**config.mk**
```make
export PLATFORM = sky130hd
export DESIGN_NAME = keypad_encoder
export DESIGN_NICKNAME = d
export VERILOG_FILES = /design/src/rtl/keypad_pkg.sv /design/src/rtl/key_sync_debounce.sv /design/src/rtl/keypad_encoder.sv
export SDC_FILE = /design/constraint.sdc
export NUM_CORES = 1
export LEC_CHECK = 0
export ABC_AREA = 0
export CAP_MARGIN = 20
export CORE_ASPECT_RATIO = 1.4
export CORE_MARGIN = 5
export CORE_UTILIZATION = 43
export DETAILED_ROUTE_END_ITERATION = 7
export PLACE_DENSITY = 0.67
export SLEW_MARGIN = 20
export SYNTH_ARGS = -nofsm -noshare
export SYNTH_HDL_FRONTEND = slang
export SYNTH_HIERARCHICAL = 1
export SYNTH_SLANG_ARGS = --single-unit
```
**constraint.sdc**
```tcl
create_clock -name clk -period 2.4 [get_ports clk]
set_clock_uncertainty 0.1 [all_clocks]
set_input_delay 0.24 -clock clk [delete_from_list [all_inputs] [get_ports clk]]
set_output_delay 0.24 -clock clk [all_outputs]
set_load 0.02 [all_outputs]
```
**src/rtl/keypad_pkg.sv**
```systemverilog
// Shared types and helpers for the 10-key numeric keypad encoder.
package keypad_pkg;

  localparam int NUM_KEYS = 10;
  localparam int DIGIT_W  = 4;

  typedef logic [DIGIT_W-1:0]  digit_t;
  typedef logic [NUM_KEYS-1:0] keyvec_t;

  function automatic logic is_onehot(keyvec_t v);
    return (v != '0) && ((v & (v - keyvec_t'(1))) == '0);
  endfunction

  function automatic digit_t onehot_to_bcd(keyvec_t v);
    digit_t r;
    r = '0;
    for (int i = 0; i < NUM_KEYS; i++) begin
      if (v[i]) r = digit_t'(i);
    end
    return r;
  endfunction

endpackage

```
**src/rtl/key_sync_debounce.sv**
```systemverilog
// Synchronizes the raw key lines into clk; optional debounce when ENCODER_DEBOUNCE_EN is defined.
module key_sync_debounce
  import keypad_pkg::*;
#(
  parameter int SYNC_STAGES     = 2,
  parameter int DEBOUNCE_CYCLES = 4
) (
  input  logic                clk,
  input  logic                resetn,
  input  logic [NUM_KEYS-1:0] key,
  output logic [NUM_KEYS-1:0] kv,
  output logic                kv_valid
);

  if (SYNC_STAGES < 2 || DEBOUNCE_CYCLES < 1) begin : g_bad_param
    $error("key_sync_debounce: SYNC_STAGES must be >= 2 and DEBOUNCE_CYCLES >= 1");
  end

  keyvec_t                sync_q [SYNC_STAGES];
  logic [SYNC_STAGES-1:0] fill_q;
  keyvec_t                ks;
  logic                   ks_valid;

  // NOTE: the synchronizer array is a handful of flops, not a RAM, so it is
  // reset along with everything else; fill_q marks when ks holds real samples.
  always_ff @(posedge clk or negedge resetn) begin
    if (!resetn) begin
      for (int i = 0; i < SYNC_STAGES; i++) sync_q[i] <= '0;
      fill_q <= '0;
    end else begin
      sync_q[0] <= key;
      for (int i = 1; i < SYNC_STAGES; i++) sync_q[i] <= sync_q[i-1];
      fill_q <= {fill_q[SYNC_STAGES-2:0], 1'b1};
    end
  end

  assign ks       = sync_q[SYNC_STAGES-1];
  assign ks_valid = fill_q[SYNC_STAGES-1];

`ifdef ENCODER_DEBOUNCE_EN
  localparam int              CNT_W   = $clog2(DEBOUNCE_CYCLES + 1);
  localparam logic [CNT_W-1:0] CNT_MAX = CNT_W'(DEBOUNCE_CYCLES);

  keyvec_t          last_q, stable_q;
  logic [CNT_W-1:0] cnt_q, cnt_d;
  logic             stable_vld_q;

  // cnt counts consecutive equal samples including the current one.
  always_comb begin
    cnt_d = CNT_W'(1);
    if (ks == last_q && cnt_q != '0) begin
      cnt_d = (cnt_q == CNT_MAX) ? cnt_q : cnt_q + CNT_W'(1);
    end
  end

  always_ff @(posedge clk or negedge resetn) begin
    if (!resetn) begin
      last_q       <= '0;
      stable_q     <= '0;
      cnt_q        <= '0;
      stable_vld_q <= 1'b0;
    end else if (ks_valid) begin
      last_q <= ks;
      cnt_q  <= cnt_d;
      if (cnt_d == CNT_MAX) begin
        stable_q     <= ks;
        stable_vld_q <= 1'b1;
      end
    end
  end

  assign kv       = stable_q;
  assign kv_valid = stable_vld_q;
`else
  assign kv       = ks;
  assign kv_valid = ks_valid;
`endif

endmodule

```
**src/rtl/keypad_encoder.sv**
```systemverilog
// Keypad-to-BCD encoder with single-cycle active-low load strobe per press.
// Optional debounce stage enabled by defining ENCODER_DEBOUNCE_EN.
module keypad_encoder
  import keypad_pkg::*;
#(
  parameter int SYNC_STAGES     = 2,
  parameter int DEBOUNCE_CYCLES = 4
) (
  input  logic       clk,
  input  logic       resetn,
  input  logic [9:0] key,
  input  logic       enablen,
  output logic [3:0] d,
  output logic       loadn,
  output logic       pressed,
  output logic       multi
);

  keyvec_t kv;
  logic    kv_valid;
  logic    armed_q;

  key_sync_debounce #(
    .SYNC_STAGES    (SYNC_STAGES),
    .DEBOUNCE_CYCLES(DEBOUNCE_CYCLES)
  ) u_sync (
    .clk     (clk),
    .resetn  (resetn),
    .key     (key),
    .kv      (kv),
    .kv_valid(kv_valid)
  );

  // Arming only happens on a genuinely sampled all-released vector, so a key
  // held through reset release stays silent until it is let go.
  always_ff @(posedge clk or negedge resetn) begin
    if (!resetn) begin
      d       <= '0;
      loadn   <= 1'b1;
      pressed <= 1'b0;
      multi   <= 1'b0;
      armed_q <= 1'b0;
    end else begin
      // NOTE: non-blocking default; the accept branch below overrides it, so
      // the strobe lasts exactly one cycle without a separate clear path.
      loadn   <= 1'b1;
      pressed <= |kv;
      multi   <= (kv != '0) && !is_onehot(kv);
      if (kv == '0) begin
        if (kv_valid) armed_q <= 1'b1;
      end else begin
        if (!enablen && armed_q && is_onehot(kv)) begin
          d     <= onehot_to_bcd(kv);
          loadn <= 1'b0;
        end
        armed_q <= 1'b0;
      end
    end
  end

endmodule

```
# --- After elaboration in Yosys (flattened, before gate mapping) ---
# Cells that the tools add are included.
op_classes:
  muxes: 13
  eq_ne: 1
  bitwise_logic: 2
  n_addsub: 1
  n_reduce_logical: 11
op_table:
  columns: ["op", "n"]
  rows:
  - ["$mux W4", 8]
  - ["$logic_not A10 Y1", 2]
  - ["$and A10 B10 Y10", 1]
  - ["$reduce_bool A10 Y1", 1]
  - ["$reduce_or A10 Y1", 1]
  - ["$sub A10 B1 Y10 const B", 1]
  - ["$mux W1", 5]
  - ["$logic_and A1 B1 Y1", 4]
  - ["$logic_not A1 Y1", 2]
  - ["$ne A2 B1 Y1 const B", 1]
  - ["$reduce_and A2 Y1", 1]
  - ["$not A1 Y1", 1]
totals:
  ff_bits: 30

# --- Depth between registers and ports, before layout ---
depth:
  depth_word: 9
  mapped_depth: 6
  ltp_nobuf: 5

# --- By module ---
# Netlist, hierarchy kept.
modules_own_cells:
  columns: ["mod", "n_inst", "seq_area_each_um2", "area_per_inst_um2", "cells_each"]
  rows:
  - ["key_sync_debounce", 1, 550.5, 629.4, 33]
  - ["keypad_encoder", 1, 201.4, 498.0, 47]

# --- Worst setup path before layout ---
# OpenSTA, ideal clock, no wires.
synth_timing:
  path_kind: "reg2reg"
  startpoint: "reg u_sync.sync_q (netlist bit u_sync/kv[1])"
  endpoint: "reg d[0]"
  stages_incl_launch_ff: 7
  t_arrival_ps: 1678
  setup_ps: 125
  n_path_buf: 1
  setup_slack_ps: 497
  required_ps: 2175
  cell_sequence: "dfrtp_1 > buf_4 > nor4_4 > a31o_2 > nand3_1 > a211oi_2 > mux2_2"
synth_via:
  elab_chain_cells: 9
synth_lines:
  columns: ["item", "line_no", "text"]
  rows:
  - ["start, declared", "key_sync_debounce.sv:19", "keyvec_t sync_q [SYNC_STAGES];"]
  - ["branches (longest 9 deep; another with $sub A10 B1 Y10)", null, null]
  - ["end signal, assigned", "keypad_encoder.sv:53", "d <= onehot_to_bcd(kv);"]
  - ["end, declared", "keypad_encoder.sv:13", "output logic [3:0] d,"]
# Parallel ways; which one is timed is not known.
# A chain may end at the register's enable or synchronous reset.

# --- Worst setup path after layout ---
layout_timing:
  startpoint: "reg u_sync.sync_q (netlist bit u_sync/kv[2])"
  endpoint: "reg d[0]"
layout_via:
  elab_chain_cells: 8
layout_lines:
  columns: ["item"]
  rows:
  - ["branches (longest 8 deep; another with $sub A10 B1 Y10)"]
# Parallel ways; which one is timed is not known.

==> impl_metrics.json <==
{
  "n_antenna_cell": 0,
  "cts_buffers": 5,
  "placed_area_sq_um": 1290,
  "synth_seq_cells": 30,
  "maxCapViolations": 0,
  "reg2regPathDepth": 5,
  "cp-end-kind": "flip-flop",
  "drc": 0,
  "core_area_sq_um": 2560,
  "r2r-start": "u_sync/kv[2]$_DFF_PN0_",
  "hold_path.class": "in -> async",
  "port_buffers": 19,
  "synth_fp_nets": 93,
  "start_kind": "flip-flop",
  "clk_pin_slew_ns": 0.09,
  "ir_worst_vdd_v": 0.000565,
  "viasPerCell": 4.65,
  "max_clock_freq_ghz": 0.504,
  "firstDrtPassIters": 4,
  "grt_max_degree": 31,
  "post_drt_wl_per_cell_um": 11.9,
  "synthDominantCellAreaShare_pct": 64.4,
  "syn_area_per_cell_sq_um": 14.1,
  "r2r_end": "d[0]$_DFFE_PN0P_",
  "clk_latency_ns": 0.31,
  "syn_to_final_growth_pct": 21.9,
  "grt_use_total_pct": 10.4,
  "yosysMostFrequentCell": "dfrtp_1",
  "ys_types": 27,
  "fp.dieH_um": 70.6,
  "fin_crit_ns": 1.98,
  "critical_path.max_fanout": 5,
  "leakagePower_nw": 0.592,
  "detail-route-antenna-nets": 0,
  "synth_cells": 80,
  "drive_above_1_share_pct": 20.4,
  "start_util_pct": 44.0,
  "synth-main-ff-cell": "dfrtp_1",
  "power_density_nw_per_um2": 685,
  "slew_violations": 0,
  "grt_pass1_vias": 623,
  "synth_edf_count": 0,
  "io_pins": 20,
  "stdcell_area_sq_um": 1370,
  "synth_area_sq_um": 1130,
  "die_w_um": 53.3,
  "report.final.hold_viol_count": 0,
  "place.gp.congestion": 0.936,
  "status": "completed",
  "cts_setup_buffers": 0,
  "grt_pass1_wl_um": 2730,
  "ctsResizeCount": 0,
  "rsz0062_at_grt": "false",
  "max-clock-path-buffers": 2,
  "fillers": 215,
  "antenna_found_initial": 0,
  "critPathKind": "reg -> reg",
  "finalWirelength_um": 1600,
  "r2r_setup_slack_ns": 0.42,
  "cp.arrival_ns": 2.08,
  "yosysTopAreaCell": "dfrtp_1",
  "cts_sinks": 30,
  "timing.final.crit_share_pct": 82.7,
  "ys_seq_area_share_pct": 66.7,
  "finish.net_count": 110,
  "cts_tree": "built",
  "die-area_sq_um": 3760,
  "synth-async-reset-ratio_pct": 100,
  "dp_hpwl_um": 1230,
  "fin_setup_tns_ns": 0,
  "setup_viol": 0,
  "cts_max_level": 2,
  "synth_common_cells": "dfrtp_1 (29), buf_4 (10), nor2_1 (7), inv_1 (4)",
  "yosys_warnings": 6,
  "ys_top_cells_by_area": "dfrtp_1 (64%), buf_4 (6.7%), nor4_4 (3.8%)",
  "row_count": 22,
  "cts-root-buf": "clkbuf_4",
  "worstSetupStartpoint": "u_sync/kv[2]$_DFF_PN0_",
  "drt_iter0_drc": 23,
  "vias": 623,
  "crit_end": "d[0]$_DFFE_PN0P_",
  "required_ns": 2.49,
  "overflow": 0,
  "ctsHoldBuffers": 0
}
## sequential cells by signal (all words and copies together) (netlist names)
register	count
multi	1
d	4
armed_q	1
loadn	1
u_sync/kv	10
u_sync/sync_q	10
u_sync/fill_q	2
pressed	1
## final cells by class
cell class                      instances  area (sq um)  share of cell area, %
Tap cell                               36          45.0                   3.28
Timing Repair Buffer                   20           198                   14.4
Sequential cell                        30           752                   54.7
Inverter                                4          15.0                   1.09
Multi-Input combinational cell         36           285                   20.8
Clock buffer                            8          78.8                   5.74
## critical path, stage by stage (launching register included)
cell and delay [ns]:
dfrtp_1 0.45, nor4_4 0.35, a31o_2 0.24, nand3_1 0.09, a211oi_2 0.28, mux2_2 0.36
## how the worst min path moves through the flow
| stage | startpoint | to | slack, ns |
|---|---|---|---|
| 4_1_cts | resetn | d[3]$_DFFE_PN0P_ | 0.19 |
| 5_1_grt | resetn | u_sync/kv[2]$_DFF_PN0_ | 0.23 |
| 6_report | resetn | d[2]$_DFFE_PN0P_ | 0.20 |
| 2_1_floorplan | resetn | armed_q$_DFFE_PN0P_ | -0.16 |
| 3_5_place_dp | u_sync/sync_q[16]$_DFF_PN0_ | u_sync/kv[6]$_DFF_PN0_ | 0.23 |
| 3_3_place_gp | u_sync/sync_q[17]$_DFF_PN0_ | u_sync/kv[7]$_DFF_PN0_ | 0.23 |
## placed cells by master (no fill, tap or decap), types with 2 or more instances in the layout
cell type / netlist / layout
clkdlybuf4s50_1: 0 / 19
a211oi_1: 2 / 2
clkbuf_8: 0 / 3
nor2_1: 7 / 7
clkbuf_4: 0 / 5
inv_1: 4 / 4
nand2_1: 3 / 3
nor4_4: 2 / 2
dfrtp_1: 29 / 29
a21oi_1: 2 / 2
mux2_1: 3 / 3
## metrics by stage
step	util [%]	hold WS, ns	total power [W]	std cells	setup slack (ns)
finish	53.7	0.203	0.000941	134	0.416
global route	53.7	0.225	0.000989	134	0.333
detailed placement	50.6	0.235	0.000603	126	0.431
global placement	50.6	0.232	0.000600	126	0.492
CTS	53.7	0.190	0.000959	134	0.423
floorplan	-	-0.156	0.000578	80	0.497
## power by group
part           internal [W]  total (W)  switching [W]
clock network      0.000200   0.000349       0.000149
logic             0.0000285  0.0000514      0.0000229
registers          0.000524   0.000540      0.0000166
## layer usage
metal / wire, um / up-vias / global-route usage (%) / share of wire [%]
li1: - / 298 / - / -
met1: 611 / 305 / 11.0 / 38
met2: 854 / 16 / 15.6 / 53
met3: 92 / 4 / 4.00 / 5.7
met4: 42 / 0 / 9.38 / 2.6
met5: 0 / - / 0 / 0
## kinds of logic (layout without fill, tap and decap cells)
group / Yosys count / after routing / share of synthesized area [%]
adder cells (fa/ha/maj): 1 / 1 / 0.999
multiplexers: 4 / 4 / 4.00
AO/OA/AOI/OAI: 13 / 13 / 9.66
other: 1 / 1 / 0.333
buffers and inverters: 14 / 32 / 7.99
flip-flops: 30 / 30 / 66.7
AND/OR/NAND/NOR: 17 / 17 / 10.3
(Power assumes the default switching activity.)
